[src/rtl/fp_cmp_pkg.sv]
// Shared types for the floating-point comparator: predicate codes, relation flag layout,
// the stage record carried down the pipe, and the relation/predicate helper functions.
package fp_cmp_pkg;

  typedef enum logic [2:0] {
    OP_EQ    = 3'd0,
    OP_NE    = 3'd1,
    OP_LT    = 3'd2,
    OP_LE    = 3'd3,
    OP_GT    = 3'd4,
    OP_GE    = 3'd5,
    OP_UNORD = 3'd6,
    OP_ORD   = 3'd7
  } fp_cmp_op_e;

  localparam int FLG_LT = 0;
  localparam int FLG_EQ = 1;
  localparam int FLG_GT = 2;
  localparam int FLG_UN = 3;
  localparam int FLG_W  = 4;

  typedef struct packed {
    logic             vld;
    fp_cmp_op_e       op;
    logic [FLG_W-1:0] flg;
  } cmp_stage_t;

  function automatic int fp_width(input int exp_w, input int man_w);
    return 1 + exp_w + man_w;
  endfunction

  // Negative operands order opposite to their magnitudes; +0/-0 meet in the both-zero case.
  function automatic logic [FLG_W-1:0] relation(
    input logic nan_a,  input logic nan_b,
    input logic zero_a, input logic zero_b,
    input logic sign_a, input logic sign_b,
    input logic mag_lt, input logic mag_eq
  );
    logic [FLG_W-1:0] rel;
    rel = '0;
    if (nan_a || nan_b) begin
      rel[FLG_UN] = 1'b1;
    end else if ((zero_a && zero_b) || ((sign_a == sign_b) && mag_eq)) begin
      rel[FLG_EQ] = 1'b1;
    end else if (sign_a != sign_b) begin
      if (sign_a) rel[FLG_LT] = 1'b1;
      else        rel[FLG_GT] = 1'b1;
    end else if (mag_lt ^ sign_a) begin
      rel[FLG_LT] = 1'b1;
    end else begin
      rel[FLG_GT] = 1'b1;
    end
    return rel;
  endfunction

  function automatic logic pred_eval(input fp_cmp_op_e op, input logic [FLG_W-1:0] flg);
    logic r;
    r = 1'b0;
    case (op)
      OP_EQ:    r = flg[FLG_EQ];
      OP_NE:    r = !flg[FLG_EQ];
      OP_LT:    r = flg[FLG_LT];
      OP_LE:    r = flg[FLG_LT] | flg[FLG_EQ];
      OP_GT:    r = flg[FLG_GT];
      OP_GE:    r = flg[FLG_GT] | flg[FLG_EQ];
      OP_UNORD: r = flg[FLG_UN];
      OP_ORD:   r = !flg[FLG_UN];
      default:  r = 1'b0;
    endcase
    return r;
  endfunction

endpackage

[src/rtl/fp_classify.sv]
// Combinational operand classifier: sign, NaN, zero and the unsigned {exp, man} magnitude.
// No latency, no flow control.
module fp_classify
  import fp_cmp_pkg::*;
#(
  parameter int EXP_W = 8,
  parameter int MAN_W = 23
) (
  input  logic [EXP_W+MAN_W:0]   x,
  output logic                   sign,
  output logic                   is_nan,
  output logic                   is_zero,
  output logic [EXP_W+MAN_W-1:0] mag
);

  localparam int FP_W  = fp_width(EXP_W, MAN_W);
  localparam int MAG_W = FP_W - 1;

  logic [EXP_W-1:0] exp_f;
  logic [MAN_W-1:0] man_f;

  assign sign    = x[FP_W-1];
  assign mag     = x[MAG_W-1:0];
  assign exp_f   = x[MAG_W-1:MAN_W];
  assign man_f   = x[MAN_W-1:0];
  // Infinity (all-ones exponent, zero fraction) is an ordinary ordered value.
  assign is_nan  = (&exp_f) && (|man_f);
  assign is_zero = ~|mag;

endmodule

[src/rtl/fp_compare_pipe.sv]
// Pipelined IEEE-754 comparator, LATENCY edges from accept to m_valid.
// Whole pipe stalls (bubbles kept) while m_valid && !m_ready; s_ready mirrors the advance enable.
module fp_compare_pipe
  import fp_cmp_pkg::*;
#(
  parameter int EXP_W    = 8,
  parameter int MAN_W    = 23,
  parameter int LATENCY  = 2,
  parameter int RESULT_W = 32
) (
  input  logic                   aclk,
  input  logic                   aresetn,
  input  logic                   s_valid,
  output logic                   s_ready,
  input  logic [EXP_W+MAN_W:0]   s_a,
  input  logic [EXP_W+MAN_W:0]   s_b,
  input  logic [2:0]             s_op,
  output logic                   m_valid,
  input  logic                   m_ready,
  output logic [RESULT_W-1:0]    m_result,
  output logic [FLG_W-1:0]       m_flags
);

  localparam int FP_W  = fp_width(EXP_W, MAN_W);
  localparam int MAG_W = FP_W - 1;
  localparam int NPRE  = LATENCY - 1;

  logic             en;
  logic             sign_a, sign_b, nan_a, nan_b, zero_a, zero_b;
  logic [MAG_W-1:0] mag_a, mag_b;
  cmp_stage_t       cur_in;
  cmp_stage_t       fin_in;

  logic             out_vld_q, out_vld_d;
  logic             out_res_q, out_res_d;
  logic [FLG_W-1:0] out_flg_q, out_flg_d;

  assign en      = !out_vld_q || m_ready;
  assign s_ready = aresetn && en;

  fp_classify #(.EXP_W(EXP_W), .MAN_W(MAN_W)) u_cls_a (
    .x       (s_a),
    .sign    (sign_a),
    .is_nan  (nan_a),
    .is_zero (zero_a),
    .mag     (mag_a)
  );

  fp_classify #(.EXP_W(EXP_W), .MAN_W(MAN_W)) u_cls_b (
    .x       (s_b),
    .sign    (sign_b),
    .is_nan  (nan_b),
    .is_zero (zero_b),
    .mag     (mag_b)
  );

  always_comb begin
    cur_in     = '0;
    cur_in.vld = s_valid;
    cur_in.op  = fp_cmp_op_e'(s_op);
    cur_in.flg = relation(nan_a, nan_b, zero_a, zero_b, sign_a, sign_b,
                          mag_a < mag_b, mag_a == mag_b);
  end

  // With one stage the relation feeds the output register directly; otherwise it is
  // registered in stage 0 and walks through any pure delay stages to the decode stage.
  if (LATENCY == 1) begin : g_direct
    assign fin_in = cur_in;
  end else begin : g_pipe
    cmp_stage_t pipe_q [NPRE];
    cmp_stage_t pipe_d [NPRE];

    always_comb begin
      for (int i = 0; i < NPRE; i++) begin
        pipe_d[i] = pipe_q[i];
      end
      if (en) begin
        pipe_d[0] = cur_in;
        for (int i = 1; i < NPRE; i++) begin
          pipe_d[i] = pipe_q[i-1];
        end
      end
    end

    always_ff @(posedge aclk or negedge aresetn) begin
      if (!aresetn) begin
        for (int i = 0; i < NPRE; i++) begin
          pipe_q[i] <= '0;
        end
      end else begin
        for (int i = 0; i < NPRE; i++) begin
          pipe_q[i] <= pipe_d[i];
        end
      end
    end

    assign fin_in = pipe_q[NPRE-1];
  end

  always_comb begin
    out_vld_d = out_vld_q;
    out_res_d = out_res_q;
    out_flg_d = out_flg_q;
    if (en) begin
      out_vld_d = fin_in.vld;
      out_res_d = fin_in.vld && pred_eval(fin_in.op, fin_in.flg);
      out_flg_d = fin_in.vld ? fin_in.flg : '0;
    end
  end

  always_ff @(posedge aclk or negedge aresetn) begin
    if (!aresetn) begin
      out_vld_q <= 1'b0;
      out_res_q <= 1'b0;
      out_flg_q <= '0;
    end else begin
      out_vld_q <= out_vld_d;
      out_res_q <= out_res_d;
      out_flg_q <= out_flg_d;
    end
  end

  assign m_valid = out_vld_q;
  assign m_flags = out_flg_q;

  always_comb begin
    m_result    = '0;
    m_result[0] = out_res_q;
  end

endmodule

[config.mk]
export PLATFORM = sky130hd
export DESIGN_NAME = fp_compare_pipe
export DESIGN_NICKNAME = d
export VERILOG_FILES = /design/src/rtl/fp_cmp_pkg.sv /design/src/rtl/fp_classify.sv /design/src/rtl/fp_compare_pipe.sv
export SDC_FILE = /design/constraint.sdc
export NUM_CORES = 1
export LEC_CHECK = 0
export ABC_AREA = 1
export CAP_MARGIN = 40
export CORE_ASPECT_RATIO = 0.9
export CORE_UTILIZATION = 37
export CTS_CLUSTER_DIAMETER = 100
export CTS_CLUSTER_SIZE = 24
export DETAILED_ROUTE_END_ITERATION = 10
export PLACE_DENSITY = 0.79
export SLEW_MARGIN = 5
export SYNTH_ARGS = -nofsm -noshare
export SYNTH_HDL_FRONTEND = slang
export SYNTH_SLANG_ARGS = --single-unit
[constraint.sdc]
create_clock -name aclk -period 0.89 [get_ports aclk]
set_input_delay 0.1335 -clock aclk [delete_from_list [all_inputs] [get_ports aclk]]
set_output_delay 0.1335 -clock aclk [all_outputs]
set_load 0.01 [all_outputs]
# Word level (Yosys, flattened, before mapping)
# Index checks and enable logic that the tools add are counted.
totals:
  regBits: 14
  latchBits: 0
  ram_bits: 0
  rom_bits: 0
  inputBits: 71
  wordCells: 55
  mem_count: 0
classes:
  n_addsub: 0
  n_mul: 0
  div: 0
  magnitude_cmp: 1
  eq_ne: 10
  shifts: 0
  muxes: 14
  n_bitwise: 3
  n_reduce_logical: 21
op_table:
  columns: ["op", "count"]
  rows:
  - ["31-bit OR reduction", 2]
  - ["23-bit OR reduction", 2]
  - ["31-bit == test", 1]
  - ["31-bit less-than comparator", 1]
  - ["8-bit AND reduction", 2]
  - ["3-bit == test (second input constant)", 4]
  - ["1-bit two-way mux", 11]
  - ["1-bit case mux with 8 select lines", 1]
  - ["3-bit by 2-bit == test with 1-bit output (second input constant)", 2]
  - ["1-bit logical AND", 6]
  - ["1-bit zero test", 5]
  - ["4-bit two-way mux", 1]
  - ["3-bit by 1-bit == test with 1-bit output (second input constant)", 1]
  - ["3-bit zero test", 1]
  - ["1-bit logical OR", 3]
  - ["3-bit two-way mux", 1]
  - ["1-bit bitwise OR", 2]
  - ["1-bit == test", 1]
  - ["1-bit inequality test", 1]
  - ["1-bit XOR", 1]

# Logic depth before layout (Yosys ltp)
# Gate-level depths: netlist of run 1.
depth:
  ltp_word: 6
  ltp_mapped: 14
  ltp_nobuf: 14

# Hierarchy
# Synthesis of run 1 repeated with hierarchy kept, for this count alone.
hier_totals:
  hier_cells: 409
  hier_area_um2: 2637.5
modules_own_cells:
  columns: ["module", "n_inst", "cells_each", "area_each_um2", "seq_area_each_um2"]
  rows:
  - ["fp_compare_pipe", 1, 271, 1841.8, 350.3]
  - ["fp_classify", 2, 69, 397.9, 0.0]

# Worst setup path before layout of run 1
# OpenSTA, ideal clock, no wires.
synth_timing:
  path_kind: "input port to flip-flop"
  start: "input port s_b[30]"
  end: "register g_pipe.pipe_q (netlist bit fin_in[0])"
  arrival_ps: 1141
  setup_slack_ps: -369
  path_stages: 9
  path_buffers: 0
  path_cell_list: "inv_1 -> ha_1 -> a21o_1 -> nor2_1 -> nand3_1 -> nor2_2 -> nand3_1 -> nand3_1 -> nand2_1"
synth_between:
  elab_chain_cells: 6
  word_cells_on_any_way: 15
  cone_classes: "order compare (1); eq/ne (1); mux (4); bitwise (1); reduce/logical (8)"
synth_rtl:
  columns: ["element", "line", "source"]
  rows:
  - ["from (decl)", "fp_compare_pipe.sv:16", "input logic [EXP_W+MAN_W:0] s_b,"]
  - ["31-bit less-than comparator or 31-bit OR reduction (tied branches)", "fp_compare_pipe.sv:62, fp_classify.sv:28", null]
  - ["1-bit XOR or 1-bit zero test (tied branches)", "fp_cmp_pkg.sv:48, fp_classify.sv:28", null]
  - ["1-bit two-way mux or 1-bit logical AND (tied branches)", "fp_cmp_pkg.sv:48, fp_cmp_pkg.sv:43", null]
  - ["1-bit two-way mux or 1-bit logical OR (tied branches)", "fp_cmp_pkg.sv:45, fp_cmp_pkg.sv:43", null]
  - ["1-bit two-way mux", "fp_cmp_pkg.sv:43", "end else if ((zero_a && zero_b) || ((sign_a == sign_b) && mag_eq)) begin"]
  - ["3-bit two-way mux (*)", "fp_cmp_pkg.sv:41", "if (nan_a || nan_b) begin"]
  - ["to (signal, indexed assignment)", "fp_compare_pipe.sv:92", "pipe_q[i] <= pipe_d[i];"]
  - ["to (decl)", "fp_compare_pipe.sv:70", "cmp_stage_t pipe_q [NPRE];"]
# Every way passes the cells marked *; elsewhere a longest branch is shown, timed or not.
# A chain may end at the register's enable or synchronous reset.

# Worst setup path in the final report of run 1
layout_timing:
  start: "input port s_a[16]"
  end: "register g_pipe.pipe_q (netlist bit fin_in[0])"
layout_between:
  elab_chain_cells: 6
  word_cells_on_any_way: 15
  cone_classes: "order compare (1); eq/ne (1); mux (4); bitwise (1); reduce/logical (8)"
layout_rtl:
  columns: ["element", "line", "source"]
  rows:
  - ["from (decl)", "fp_compare_pipe.sv:15", "input logic [EXP_W+MAN_W:0] s_a,"]
  - ["31-bit less-than comparator or 31-bit OR reduction (tied branches)", "fp_compare_pipe.sv:62, fp_classify.sv:28", null]
  - ["1-bit XOR or 1-bit zero test (tied branches)", "fp_cmp_pkg.sv:48, fp_classify.sv:28", null]
  - ["1-bit two-way mux or 1-bit logical AND (tied branches)", "fp_cmp_pkg.sv:48, fp_cmp_pkg.sv:43", null]
  - ["1-bit two-way mux or 1-bit logical OR (tied branches)", "fp_cmp_pkg.sv:45, fp_cmp_pkg.sv:43", null]
  - ["1-bit two-way mux", "fp_cmp_pkg.sv:43", null]
  - ["3-bit two-way mux (*)", "fp_cmp_pkg.sv:41", null]
# Marked as above.

==> metrics.txt, run 1 <==
Seq/Total Area, Yosys=16.7%; via/cell ratio=4.91; Final Hold Viols=0; Area Growth Syn to Fin=78.9%; setup TNS=-2.66 ns; violated checks=negative setup slack; VDD IR max=0.618 mV; leakage power=1.87 nW; antenna violations before repair=0; Detailed Route WL=7310 um; clock sink total=14; TritonRoute pass-1 iters=4; Cells after DPL=520; number of global-route vias before repair=2516; crit-path cells=buf_2 > ha_4 > nand2_2 > nor2_2 > buf_4 > inv_1 > nor2_4 > nand2_4 > nand2_4 > nand2_2 > nand3_2 > nand2_1; final instance area=3760 um2; routed len/inst=13.7 um; CTS tree=done; maximum number of pins on one net before global-route repair=15; Clock Tree Buf Depth=2; Req. time, crit path=1.03 ns; GPL Wtd Cong=0.856; PD cells=861 nW/um2; Final Non-Filler Cells=532; Peak Freq=0.796 GHz; clk slew on worst S/H paths=0.06 ns; Die Wd=81.5 um; Unique masters post-synth=23; CTS buffer count=3; WP data arrival=1.39 ns; CP Launch Type=input pin; Skew-Pair Late Insertion Delay=0.25 ns; H-tree depth=1; Hold Path Class=in -> async; row cnt=25; share of cells above drive strength 1=57.0%; Synth Cell Area=2100 um2; RSZ-0062 raised after global routing=yes; DP Area=3280 um2; Setup-failing EPs final=17; Largest stage delay, worst path=0.27 ns; Yosys reg bits=14; fin crit share=141%; fin crit period=1.26 ns; maximum fanout along the worst path=3; antenna fix cells=0; synth warn=0; Syn Inst Count=347; DRC violations left=0; ANT nets after route=0; critical path capture point type=register; reg2reg setup slack=-0.23 ns; post-DP HPWL=4860 um; Worst Setup Path Type=in -> reg; GRT Overall Usage=23.3%; Power Total=3.24 mW; Final nets=569; Core ar.=5350 um2; Worst Skew=0.00222 ns; Congestion Overflow GR=0; status=complete, but fails checks; DR vias=2611; first-pass GRT wire length=10700 um; Slew Limit Fails=0; DR iter-0 viols=154; die height=73.5 um; final worst slack=-0.367 ns; I/O Buffers=77; syn avg cell area=6.06 um2; Clk Tree Root Cell=clkbuf_8; Crit-path slowest cell=ha_4; total of max-cap violations=0; num ports=109; die footprint=5990 um2; effective utilization at floorplan=39.3%; Final Hold Slack=0.224 ns
## synth_stat cells
master / n / share of area (%)
buf_4: 32 / 11
nor2_2: 4 / 1.2
inv_1: 60 / 11
ha_1: 31 / 18
o211ai_1: 1 / 0.36
o22ai_1: 1 / 0.30
o21ai_0: 10 / 2.4
nor2_1: 54 / 9.6
and2_1: 1 / 0.30
clkbuf_1: 2 / 0.36
nand4_1: 6 / 1.8
nand2_1: 93 / 17
conb_1: 1 / 0.18
o21a_1: 1 / 0.36
a21oi_1: 11 / 2.6
dfrtp_1: 14 / 17
nand4_2: 1 / 0.59
nand3_1: 15 / 3.6
xor2_1: 1 / 0.42
nand2_2: 3 / 0.89
inv_2: 1 / 0.18
a21o_1: 1 / 0.36
nor3_1: 3 / 0.71
## power breakdown
group | switching, mW | internal, mW | total (mW)
clock | 0.225 | 0.300 | 0.525
sequential | 0.0547 | 0.722 | 0.777
combinational | 1.00 | 0.938 | 1.94
total | 1.28 | 1.96 | 3.24
## stage by stage
stage,worst slack (ns),utilization [%]
finish,-0.367,70.3
global route,-0.406,70.3
CTS,-0.329,66.1
detailed placement,-1.02,61.4
global placement,-0.974,61.4
floorplan,-0.299,-
## layout by cell type (no fill, tap or decap), types with 2 or more instances in the layout
cell type        instances
dfrtp_1                 14
buf_4                   40
inv_1                   19
a21oi_1                  4
nand2_2                 26
buf_2                   43
clkbuf_8                 3
clkdlybuf4s50_1          7
buf_6                   27
nor2_4                   9
nor2_1                  39
ha_4                    30
nand4_1                  6
inv_2                   32
nand2_1                 59
o21ai_1                  5
nor2_2                  10
nand3_2                  7
conb_1                  31
inv_4                    9
o21ai_2                  5
nand3_1                  8
a21oi_2                  6
nand2_4                 11
nor3_2                   2
## final cells by class
cell class,instances,area (um2)
Fill cell,387,1590
Multi-Input combinational cell,268,2100
Inverter,61,264
Sequential cell,14,350
Tap cell,67,83.8
Timing Repair Buffer,119,918
Clock buffer,3,41.3
## sequential cells by signal (all words and copies together) (netlist names)
register / flops
fin_in: 8
m_flags: 4
out_res_q: 1
m_valid: 1
## critical path: cells and delay by family
kind	cells	cell delay, ns
adder cells (fa/ha/maj)	1	0.27
AND/OR/NAND/NOR	8	0.66
buffers and inverters	3	0.32
## layer usage
| layer | vias up | global-route usage [%] | wire length, um | part of all wire [%] |
|---|---|---|---|---|
| met5 | - | 0 | 0 | 0 |
| li1 | 1248 | - | - | - |
| met3 | 30 | 3.73 | 489 | 6.7 |
| met2 | 147 | 43.3 | 3710 | 51 |
| met1 | 1186 | 26.8 | 2800 | 38 |
| met4 | 0 | 7.34 | 308 | 4.2 |
## repair_timing
item                                    in CTS  in global routing
endpoints found under the setup margin      21                 21
cloned                                       1                  1
buffers inserted                             5                  3
hold buffers                                 0                  0
pin swaps                                   78                 57
gates resized for setup                    371                 83
## worst paths after layout
path | start | end | cells past startpoint
setup / recovery | s_a[16] | fin_in[0]$_DFFE_PN0N_ | 12
hold / removal | aresetn | out_res_q$_DFFE_PN0N_ | 2
setup reg to reg | m_valid$_DFFE_PN0N_ | fin_in[7]$_DFFE_PN0N_ | 6
hold reg to reg | out_res_q$_DFFE_PN0N_ | out_res_q$_DFFE_PN0N_ | 2
max in group asynchronous | aresetn | fin_in[0]$_DFFE_PN0N_ | 2
min in group aclk | s_a[31] | fin_in[2]$_DFFE_PN0N_ | 4
## cells by family (layout without fill, tap and decap cells)
logic type / count (synthesis) / count (layout) / synth area share [%]
simple gates: 180 / 180 / 35.3
flops: 14 / 14 / 16.7
buf+inv: 95 / 183 / 22.7
xor+xnor: 1 / 1 / 0.416
other cells: 1 / 31 / 0.178
fa+ha+maj: 31 / 31 / 18.4
compound gates: 25 / 25 / 6.37
No activity file was read; power rests on OpenSTA's default activity.
==> run 2: changes to the inputs <==
Settings changed: CORE_MARGIN from default to 2, CTS_BUF_LIST from default to sky130_fd_sc_hd__clkbuf_16.
==> run 2 against run 1 <==
  * The run still ends with negative setup slack left
  * Critical path type unchanged
  * Maximum frequency increased by 1.2%
  * Critical endpoint is now fin_in[2]$_DFFE_PN0N_
  * Clock power rose by 59%
  * Clock skew is 0.0024 ns higher
  * Die area rose by 5.2%
  * Design area is 3.4% higher
  * Utilization fell by 0.80 points
  * Critical path depth up 2
  * Register-to-register slack gained 0.08 ns
  * Total power is 11% higher
==> metrics.txt, run 2 (synthesized netlist as in run 1, its figures left out) <==
status=complete, but fails checks; violated checks=negative setup slack; maximum number of pins on one net before global-route repair=15 (unchanged); clk slew on worst S/H paths=0.05 ns (about the same); Power Total=3.61 mW (+11%); Core ar.=5600 um2 (+4.6%); count of hold buffers inserted by post-cts repair=0 (unchanged); antenna violations before repair=0 (unchanged); fin crit period=1.24 ns (-0.0148 ns); I/O Buffers=77 (unchanged); antenna fix cells=0 (unchanged); Final Hold Slack=0.247 ns (+0.0232 ns); GPL Wtd Cong=0.868 (+1.3%); H-tree depth=1 (unchanged); GRT Overall Usage=21.1% (-2.1 points); DP Area=3340 um2 (+1.7%); TritonRoute pass-1 iters=4 (unchanged); Final Hold Viols=0 (unchanged); PD cells=928 nW/um2 (+7.7%); VDD IR max=0.820 mV (+33%); die footprint=6300 um2 (+5.2%); Final nets=575 (+1.1%); Clk Tree Root Cell=clkbuf_16; Congestion Overflow GR=0 (unchanged); leakage power=1.92 nW (+2.6%); WP data arrival=1.42 ns (+0.03 ns); CTS tree=done; Req. time, crit path=1.07 ns (+0.04 ns); Worst Setup Path Type=in -> reg; fillers=417 (+7.8%); final instance area=3890 um2 (+3.4%); clock sink total=14 (unchanged); Detailed Route WL=7340 um (+0.40%); Setup-failing EPs final=14 (-3); RSZ-0062 raised after global routing=yes; Largest stage delay, worst path=0.21 ns (-0.06 ns); fin crit share=140% (-1.7 points); Area Growth Syn to Fin=85.0%; via/cell ratio=4.75 (-3.2%); DRC violations left=0 (unchanged); Clock Tree Buf Depth=2 (unchanged); leading cell types in the layout, fill and taps excluded=56 x nand2_1, 46 x buf_4, 42 x buf_2; most common cell after layout, fill and taps aside=nand2_1; num ports=109 (unchanged); Worst Skew=0.00461 ns (+0.00239 ns); post-DP HPWL=5020 um (+3.2%); critical path capture point type=register; number of global-route vias before repair=2575 (+2.3%); effective utilization at floorplan=37.6% (-1.7 points); multi-input gate area in the final layout=2180 um2 (+3.8%); CP Launch Type=input pin; share of cells above drive strength 1=58.7% (+1.7 points); DR iter-0 viols=85 (-45%); crit-path cells=buf_2 > inv_2 > ha_4 > nand2_4 > inv_2 > nand2_1 > nand2_1 > nand2_2 > nand3_2 > nor2_4 > nand2_4 > nand2_2 > nand3_2 > nand2_1; Sequential Area=350 um2 (unchanged); CTS buffer count=3 (unchanged); DR vias=2574 (-1.4%); total of max-cap violations=0 (unchanged); routed len/inst=13.5 um (-1.5%); crit-path most repeated cell=nand2_1; die height=75.5 um (+2.7%); final worst slack=-0.352 ns (+0.0148 ns); first-pass GRT wire length=11000 um (+2.3%); Skew-Pair Late Insertion Delay=0.24 ns (about the same); maximum fanout along the worst path=3 (unchanged); Final Non-Filler Cells=542 (+1.9%); Die Wd=83.5 um (+2.5%); row cnt=26 (+4.0%); Crit-path slowest cell=ha_4; Cells after DPL=530 (+1.9%); Peak Freq=0.805 GHz (+1.2%); setup TNS=-2.31 ns (+0.351 ns); max FFs per register=8 (unchanged); Hold Path Class=in -> async; Slew Limit Fails=0 (unchanged); ANT nets after route=0 (unchanged)
==> run 2: cell count changes in the layout (fill, tap and decap cells not counted), sizes merged <==
cell | previous run | this run
clkbuf | 3 | 9
clkdlybuf4s50 | 7 | 8
clkinv | 0 | 1
dlygate4sd2 | 1 | 0
==> run 2: cell type report <==
class	count	area share [%]
repair buffers	125	24.0
multi-input cells	268	56.1
inverters	61	6.59
flip-flops and latches	14	9.00
clock buffers	3	1.93
well taps	70	2.25
clock inverters	1	0.0965
==> run 2: routing by layer <==
layer  up-vias  global-route usage (%)  part of all wire (%)
met2       119                    42.1                    53
met5         -                       0                     0
met1      1179                    24.6                    39
li1       1260                       -                     -
met4         0                    5.20                   2.1
met3        16                    2.60                   5.3
==> run 2: metrics by stage <==
stage / setup WS [ns] / utilization [%]
3_3_place_gp: -1.01 / 59.7
5_1_grt: -0.435 / 69.5
2_1_floorplan: -0.299 / -
6_report: -0.352 / 69.5
3_5_place_dp: -1.03 / 59.7
4_1_cts: -0.318 / 64.7
==> run 2: final timing paths <==
check | cells after the start | slack, ns | startpoint | to
worst max register to register | 7 | -0.15 | m_valid$_DFFE_PN0N_ | fin_in[2]$_DFFE_PN0N_
worst min register to register | 3 | 0.56 | out_res_q$_DFFE_PN0N_ | out_res_q$_DFFE_PN0N_
max in group asynchronous | 2 | 0.47 | aresetn | fin_in[1]$_DFFE_PN0N_
worst max-delay path | 14 | -0.35 | s_b[22] | fin_in[2]$_DFFE_PN0N_
worst min-delay path | 2 | 0.25 | aresetn | fin_in[2]$_DFFE_PN0N_
min in group aclk | 7 | 0.45 | s_b[28] | fin_in[3]$_DFFE_PN0N_
==> run 2: worst max-delay path: cells and delay by family <==
| kind | cells | cell delay, ns |
|---|---|---|
| buffers and inverters | 3 | 0.22 |
| AND/OR/NAND/NOR | 10 | 0.85 |
| adder cells (fa/ha/maj) | 1 | 0.21 |
==> run 2: where the power goes <==
part / internal (mW) / switching [mW] / total, mW / leakage [nW]
Clock: 0.593 / 0.243 / 0.836 / 0.0385
Sequential: 0.724 / 0.0548 / 0.778 / 0.176
Combinational: 0.971 / 1.03 / 2.00 / 1.70
Total: 2.29 / 1.32 / 3.61 / 1.92
==> run 2: timing repair <==
| item | 4_1_cts | 5_1_grt |
|---|---|---|
| gates cloned | 1 | 0 |
| hold endpoints to repair | 0 | 0 |
| resized for setup | 324 | 128 |
| setup buffers | 5 | 4 |
| pin swaps | 77 | 75 |
| endpoints found under the setup margin | 21 | 21 |
==> run 3: changes to the inputs <==
Settings changed: CTS_BUF_LIST sky130_fd_sc_hd__clkbuf_16 to default.
==> run 3 against run 2 <==
  * The run still ends with negative setup slack left
  * Sequential share of layout area down 0.24 points
  * Critical endpoint is now fin_in[0]$_DFFE_PN0N_
  * Die area is the same
  * Critical path type unchanged
  * Clock power fell by 26%
==> metrics.txt, run 3 (synthesized netlist as in run 1, its figures left out) <==
antenna fix cells=0 (unchanged); WP data arrival=1.41 ns (about the same); leading cell types in the layout, fill and taps excluded=53 x nand2_1, 51 x buf_4, 35 x nor2_1; Slew Limit Fails=0 (unchanged); Setup-failing EPs final=18 (+4); Final nets=580 (+0.87%); clock sink total=14 (unchanged); CP Launch Type=input pin; Clk Tree Root Cell=clkbuf_8; Die Wd=83.5 um (unchanged); Switching Fraction=38.4% (+1.7 points); crit-path most repeated cell=nand2_1; critical path capture point type=register; leakage power=1.97 nW (+2.6%); DR vias=2648 (+2.9%); PD cells=869 nW/um2 (-6.4%); Power Internal=2.14 mW (-6.4%); part of the power in combinational logic=59.8% (+4.5 points); first-pass GRT wire length=11000 um (-0.13%); violated checks=negative setup slack; row cnt=26 (unchanged); Final Hold Viols=0 (unchanged); routed len/inst=14.1 um (+4.5%); crit-path cells=buf_2 > ha_4 > nand2_4 > inv_2 > nand2_1 > nand2_1 > nand2_1 > nand3_2 > nor2_4 > nand2_2 > nand2_1 > nand3_1 > nand2_1; effective utilization at floorplan=37.6% (unchanged); VDD IR max=0.776 mV (-5.4%); post-DP HPWL=5020 um (unchanged); Worst Setup Path Type=in -> reg; number of global-route vias before repair=2565 (-0.39%); fin crit period=1.23 ns (-0.0170 ns); fin crit share=138% (-1.9 points); num ports=109 (unchanged); Congestion Overflow GR=0 (unchanged); setup TNS=-2.33 ns (-0.0259 ns); Clk pwr share=17.8% (-5.4 points); share of cells above drive strength 1=60.8% (+2.1 points); RSZ-0062 raised after global routing=yes; Power Total=3.47 mW (-3.8%); H-tree depth=1 (unchanged); CTS tree=done; Req. time, crit path=1.08 ns (about the same); post-layout util=71.4% (+1.9 points); CTS buffer count=3 (unchanged); Psw=1.33 mW (+0.74%); maximum number of pins on one net before global-route repair=15 (unchanged); final worst slack=-0.335 ns (+0.0170 ns); Skew-Pair Late Insertion Delay=0.25 ns (about the same); GRT Overall Usage=21.2% (+0.071 points); clk slew on worst S/H paths=0.06 ns (about the same); max FFs per register=8 (unchanged); Core ar.=5600 um2 (unchanged); Peak Freq=0.816 GHz (+1.4%); status=complete, but fails checks; DR iter-0 viols=125 (+47%); Reg2Reg Depth=7 (unchanged); Final Non-Filler Cells=547 (+0.92%); I/O Buffers=77 (unchanged); die footprint=6300 um2 (unchanged); Clock Tree Buf Depth=2 (unchanged); total of max-cap violations=0 (unchanged); Crit-path slowest cell=ha_4; Final Hold Slack=0.248 ns (+0.000423 ns); count of hold buffers inserted by post-cts repair=0 (unchanged); Detailed Route WL=7740 um (+5.5%); Cells after DPL=530 (unchanged); most common cell after layout, fill and taps aside=nand2_1; via/cell ratio=4.84 (+1.9%); Area Growth Syn to Fin=90.1%; antenna violations before repair=0 (unchanged); Worst Skew=0.00194 ns (-0.00267 ns); TritonRoute pass-1 iters=4 (unchanged); Largest stage delay, worst path=0.26 ns (+0.05 ns); DRC violations left=0 (unchanged); sequential power share=22.4% (+0.8 points); GPL Wtd Cong=0.868 (unchanged); fillers=396 (-5.0%); ANT nets after route=0 (unchanged); die height=75.5 um (unchanged); maximum fanout along the worst path=3 (unchanged); Hold Path Class=in -> async
run 3: layer usage:
layer	vias to the layer above	part of all wire (%)	global-route usage (%)
li1	1272	-	-
met1	1202	36	24.4
met2	138	53	41.6
met3	36	6.3	2.71
met4	0	4.0	7.17
met5	-	0	0
run 3: repair_timing:
| item | CTS | global route |
|---|---|---|
| pin swaps | 76 | 80 |
| endpoints found under the setup margin | 21 | 21 |
| setup buffers | 7 | 6 |
| hold endpoints to repair | 0 | 0 |
| resized for setup | 325 | 156 |
| cloned | 1 | 1 |
run 3: layout make-up:
type / instances / area [um2] / area share [%]
Clock buffer: 4 / 55.1 / 1.38
Inverter: 61 / 259 / 6.48
Multi-Input combinational cell: 268 / 2200 / 55.0
Sequential cell: 14 / 350 / 8.76
Tap cell: 70 / 87.6 / 2.19
Timing Repair Buffer: 130 / 1050 / 26.2
run 3: power by group through the flow:
stage,registers (mW),logic (mW),clock network (mW)
5_1_grt,0.786,2.25,0.659
3_3_place_gp,0.779,1.48,0
2_1_floorplan,0.789,0.826,0
4_1_cts,0.771,1.71,0.627
3_5_place_dp,0.781,1.52,0
6_report,0.777,2.08,0.618
run 3: path summary, 6_finish.rpt:
kind                                       start                     end  slack [ns]
max reg2reg                  m_valid$_DFFE_PN0N_   fin_in[0]$_DFFE_PN0N_       -0.20
max in group asynchronous                aresetn   fin_in[1]$_DFFE_PN0N_        0.47
min                                      aresetn  m_flags[1]$_DFFE_PN0N_        0.25
min in group aclk                        s_b[31]   fin_in[0]$_DFFE_PN0N_        0.41
min reg2reg                out_res_q$_DFFE_PN0N_   out_res_q$_DFFE_PN0N_        0.56
max                                      s_a[22]   fin_in[0]$_DFFE_PN0N_       -0.34
run 3: per-stage QoR:
step | area (um2) | setup slack (ns)
3_5_place_dp | 3340 | -1.03
5_1_grt | 4000 | -0.405
2_1_floorplan | 2450 | -0.299
6_report | 4000 | -0.335
3_3_place_gp | 3340 | -1.01
4_1_cts | 3620 | -0.308
run 3: critical path, delay by kind of cell:
kind,cells,cell delay [ns]
and+or+nand+nor,10,0.84
adders and majority gates,1,0.26
buffers and inverters,2,0.17
